==> src/rtl/scalar_operand_fetch.sv <==
// Scalar operand fetch: sequences one decoded instruction at a time through the
// 8x16 scalar register file, hides the file's registered read and old-data
// read-during-write behaviour, and tracks outstanding writes in a busy scoreboard.
// Also owns the file's write port, which is a straight pass-through of writeback.
module scalar_operand_fetch #(
    parameter int DATA_W = 16,
    parameter int ADDR_W = 3,
    parameter int NREG   = 8
) (
    input  logic              clk,
    input  logic              rst,
    input  logic              req_valid,
    output logic              req_ready,
    input  logic [ADDR_W-1:0] req_srcA,
    input  logic [ADDR_W-1:0] req_srcB,
    input  logic [ADDR_W-1:0] req_dst,
    input  logic              req_dst_en,
    output logic [ADDR_W-1:0] SreadA,
    output logic [ADDR_W-1:0] SreadB,
    input  logic [DATA_W-1:0] Sa,
    input  logic [DATA_W-1:0] Sb,
    input  logic              wb_valid,
    input  logic [ADDR_W-1:0] wb_addr,
    input  logic [DATA_W-1:0] wb_data,
    output logic              Swren,
    output logic [ADDR_W-1:0] Swraddr,
    output logic [DATA_W-1:0] Swrdata,
    output logic              op_valid,
    input  logic              op_ready,
    output logic [DATA_W-1:0] op_a,
    output logic [DATA_W-1:0] op_b,
    output logic [ADDR_W-1:0] op_dst,
    output logic              op_dst_en,
    output logic [NREG-1:0]   sb_busy
);

    typedef enum logic [1:0] {IDLE, CHECK, FETCH, OUT} state_t;

    state_t            state;
    logic [ADDR_W-1:0] src_a;
    logic [ADDR_W-1:0] src_b;
    logic [ADDR_W-1:0] dst;
    logic              dst_en;
    logic              fwd_a;
    logic              fwd_b;
    logic [DATA_W-1:0] fwd_data_a;
    logic [DATA_W-1:0] fwd_data_b;
    logic              hit_a;
    logic              hit_b;
    logic              haz_a;
    logic              haz_b;
    logic [NREG-1:0]   sb_next;

    // The write port is never gated, not even by reset.
    assign Swren   = wb_valid;
    assign Swraddr = wb_addr;
    assign Swrdata = wb_data;

    // Read addresses come straight from the latched sources so the file sees
    // them during CHECK and returns data in FETCH.
    assign SreadA    = src_a;
    assign SreadB    = src_b;
    assign req_ready = (state == IDLE);

    // A writeback landing on a source this cycle both satisfies the hazard and
    // must be forwarded, since the file returns the pre-write value.
    assign hit_a = wb_valid && (wb_addr == src_a);
    assign hit_b = wb_valid && (wb_addr == src_b);
    assign haz_a = sb_busy[src_a] && !hit_a;
    assign haz_b = sb_busy[src_b] && !hit_b;

    // Scoreboard update: writeback clears first, a FETCH-cycle set overrides it.
    always_comb begin
        sb_next = sb_busy;
        if (wb_valid) begin
            sb_next[wb_addr] = 1'b0;
        end
        if ((state == FETCH) && dst_en) begin
            sb_next[dst] = 1'b1;
        end
    end

    // Instruction sequencer with registered operand outputs and scoreboard.
    always_ff @(posedge clk or posedge rst) begin
        if (rst) begin
            state      <= IDLE;
            src_a      <= '0;
            src_b      <= '0;
            dst        <= '0;
            dst_en     <= 1'b0;
            fwd_a      <= 1'b0;
            fwd_b      <= 1'b0;
            fwd_data_a <= '0;
            fwd_data_b <= '0;
            op_valid   <= 1'b0;
            op_a       <= '0;
            op_b       <= '0;
            op_dst     <= '0;
            op_dst_en  <= 1'b0;
            sb_busy    <= '0;
        end else begin
            sb_busy <= sb_next;
            case (state)
                IDLE: begin
                    if (req_valid) begin
                        src_a  <= req_srcA;
                        src_b  <= req_srcB;
                        dst    <= req_dst;
                        dst_en <= req_dst_en;
                        state  <= CHECK;
                    end
                end
                CHECK: begin
                    if (!(haz_a || haz_b)) begin
                        fwd_a      <= hit_a;
                        fwd_b      <= hit_b;
                        fwd_data_a <= wb_data;
                        fwd_data_b <= wb_data;
                        state      <= FETCH;
                    end
                end
                FETCH: begin
                    op_a      <= fwd_a ? fwd_data_a : Sa;
                    op_b      <= fwd_b ? fwd_data_b : Sb;
                    op_dst    <= dst;
                    op_dst_en <= dst_en;
                    op_valid  <= 1'b1;
                    state     <= OUT;
                end
                OUT: begin
                    if (op_ready) begin
                        op_valid <= 1'b0;
                        state    <= IDLE;
                    end
                end
                default: state <= IDLE;
            endcase
        end
    end

endmodule

==> config.mk <==
export PLATFORM = sky130hd
export DESIGN_NAME = scalar_operand_fetch
export DESIGN_NICKNAME = d
export VERILOG_FILES = /design/src/rtl/scalar_operand_fetch.sv
export SDC_FILE = /design/constraint.sdc
export NUM_CORES = 1
export LEC_CHECK = 0
export CORE_MARGIN = 2
export CORE_UTILIZATION = 48
export CTS_CLUSTER_SIZE = 12
export DETAILED_ROUTE_END_ITERATION = 6
export PLACE_DENSITY = 0.94
export SYNTH_ARGS = -nofsm -noshare
export SYNTH_HDL_FRONTEND = slang
export SYNTH_SLANG_ARGS = --single-unit
export TNS_END_PERCENT = 100
==> constraint.sdc <==
create_clock -name clk -period 3.9 [get_ports clk]
set_input_delay 0.78 -clock clk [delete_from_list [all_inputs] [get_ports clk]]
set_output_delay 0.78 -clock clk [all_outputs]
set_load 0.1 [all_outputs]
==> metrics <==
status completed; H-tree levels 3; post-layout util 0.6927; initial core utilization 0.4988; buffer levels on the longest clock path 2; Pins Over Slew Limit 0; Hold Crit Endpoint op_dst[0]$_DFFE_PP0P_; # diodes 0; top-level I/O count 138; GRT overflow 0; highest clock rate 0.3301 GHz; Setup Fix Bufs, Post-CTS 0; Fillers 554; routed via count 2,844; WP data arrival 2.25 ns; Post-CTS Resized 0; number of synthesized register bits 75; Least-Margin Pin Slew 1.052 ns; DRT Wirelength 9044 um; Setup Skew 0.01369 ns; GRT Overall Usage 0.2217; final net count 502; first-pass GRT wire length 14,520 um; minimum clock period after layout 3.029 ns; Max FO, Critical Path 4; Crit Path Class reg -> out; yosys warns 0; endpoint class of the critical path output port; Synth cell types 35; WL/cell 16.87 um; number of max-cap violations 0; # rows 31; die footprint 8290 um2; vias in the first global route 2,854; CP max stage cell clkdlybuf4s50_1; Num CTS Buffers 9; area delta synth->final 38.87%; largest stage delay on the critical path 1.16 ns; Final setup viols 0; RSZ-0062 raised after global routing no; Netlist Area Pre-Place 3637 um2; die height 91.05 um; Hold Vio Cnt, Final 0; CTS sink cnt 75; Setup TNS Final 0 ns; final period utilization 0.7768; setup slack, reg-to-reg 1.68 ns; Post-Syn Nets 389; startpoint types flip-flop; multi-input logic area 1506 um2; Die Wd 91.05 um; Mapped Avg Cell Area 11.40 um2; worst reg-to-reg path cell count 5; DP HPWL 6824 um; crit path cell chain inv_1 -> ha_1 -> clkdlybuf4s50_1; worst skew pair latency 0.34 ns; Worst EP required 3.12 ns; share of cells above drive strength 1 0.1716; CTS tree built; post-synthesis sequential area ratio 0.5160; worst hold path class reg -> reg; DRT iter0 DRCs 139; IO Port Bufs 137; first drt pass iteration count 4; Core Area 7292 um2; Critical R2R Capture fwd_data_a[0]$_DFFE_PP0P_; clock slew at reported path FFs 0.08 ns; worst reg2reg startpoint SreadA[0]$_DFFE_PP0P_; DR DRC count 0; hold-critical path depth 1; register area 1877 um2; post-route ant nets 0; hold path startpoint op_dst[0]$_DFFE_PP0P_; slew margin rel. 0.2984; CTS Hold Bufs 0; placer congestion estimate 0.9376; Post-Synthesis Cells 319; clock root buffer clkbuf_8; vias per cell 5.306; initial antenna violation count 0; largest net degree at the start of global routing 50; WHS 0.5096 ns
==> cell usage after synthesis (all sizes together) <==
library cell / number / area, um2
clkbuf: 12 / 45.04
nand4: 6 / 37.54
or2: 2 / 12.52
xnor2: 6 / 52.55
nor2b: 1 / 6.260
ha: 4 / 50.05
o31ai: 4 / 30.03
nand2b: 6 / 37.54
o2111ai: 1 / 8.760
o22ai: 1 / 6.260
nand2: 8 / 30.03
nand3b: 1 / 7.510
mux2i: 37 / 370.4
mux2: 31 / 379.1
nand3: 4 / 37.54
o2bb2ai: 2 / 17.52
a21boi: 1 / 7.510
buf: 25 / 185.2
inv: 7 / 26.28
a41oi: 1 / 8.760
dfrtp: 75 / 1877
a21oi: 32 / 160.2
and2b: 1 / 8.760
a2bb2oi: 1 / 8.760
a22oi: 1 / 7.510
o21ai: 13 / 65.06
nor2: 35 / 131.4
mux4: 1 / 22.52
==> cell families after synthesis <==
logic type | Yosys count | share of synthesized area
xor gates and xnor gates | 6 | 0.01445
buffers and inverters | 44 | 0.07052
and+or+nand+nor | 64 | 0.08498
AOI/OAI and AO/OA | 57 | 0.08807
DFF | 75 | 0.5160
muxes | 69 | 0.2122
adders and majority gates | 4 | 0.01376
==> cells in the final DEF, fill, tap and decap left out, types with 8 or more instances in the layout <==
cell / netlist / layout
mux2_4: 8 / 8
buf_4: 20 / 21
o21ai_0: 13 / 13
dfrtp_1: 75 / 75
mux2i_1: 37 / 37
nand2_1: 8 / 8
clkbuf_8: 0 / 9
nor2_1: 35 / 35
mux2_2: 23 / 23
a21oi_1: 32 / 32
clkdlybuf4s50_1: 0 / 117
==> through the flow <==
step / worst slack, ns / instance area, um2 / std cells
detailed placement: 1.123 / 4882 / 520
global placement: 1.206 / 4882 / 520
finish: 0.8705 / 5051 / 536
CTS: 0.8506 / 5051 / 536
global route: 0.7896 / 5051 / 536
floorplan: 1.210 / 3637 / 319
==> worst max-delay path, delay by kind of cell (launching register included) <==
| kind | cells | cell delay, ns |
|---|---|---|
| fa+ha+maj | 1 | 0.24 |
| buf+inv | 2 | 1.28 |
| flops | 1 | 0.41 |
==> registers in the layout (all words and copies together) (netlist names) <==
signal      flops
state           2
op_dst          3
op_b           16
fwd_b           1
op_dst_en       1
dst             3
op_valid        1
SreadA          3
fwd_a           1
sb_busy         8
fwd_data_a     16
SreadB          3
op_a           16
dst_en          1
==> routing by layer <==
| layer | track usage | routed length (um) | up-vias |
|---|---|---|---|
| li1 | - | - | 1322 |
| met1 | 0.2721 | 3794 | 1387 |
| met2 | 0.3889 | 4532 | 115 |
| met3 | 0.04066 | 517 | 20 |
| met4 | 0.08207 | 200 | 0 |
| met5 | 0 | 0 | - |
==> how the worst max path moves through the flow <==
stage | from | endpoint | slack, ns | cells after the start
floorplan | rst | SreadA[0]$_DFFE_PP0P_ | 1.21 | 1
global placement | wb_addr[1] | fwd_data_a[0]$_DFFE_PP0P_ | 1.21 | 6
detailed placement | wb_addr[2] | fwd_data_a[0]$_DFFE_PP0P_ | 1.12 | 6
CTS | state[0]$_DFFE_PP0P_ | req_ready | 0.85 | 3
global route | state[0]$_DFFE_PP0P_ | req_ready | 0.79 | 3
finish | state[0]$_DFFE_PP0P_ | req_ready | 0.87 | 3
==> area by class of cell <==
class / count / area share
Clock buffer: 10 / 0.02527
Multi-Input combinational cell: 200 / 0.2982
Clock inverter: 6 / 0.008174
Sequential cell: 75 / 0.3716
Tap cell: 99 / 0.02452
Timing Repair Buffer: 139 / 0.2670
Inverter: 7 / 0.005202
Power is not shown: default switching activity piles up to over one toggle a cycle in this logic, so the estimate is an artifact.
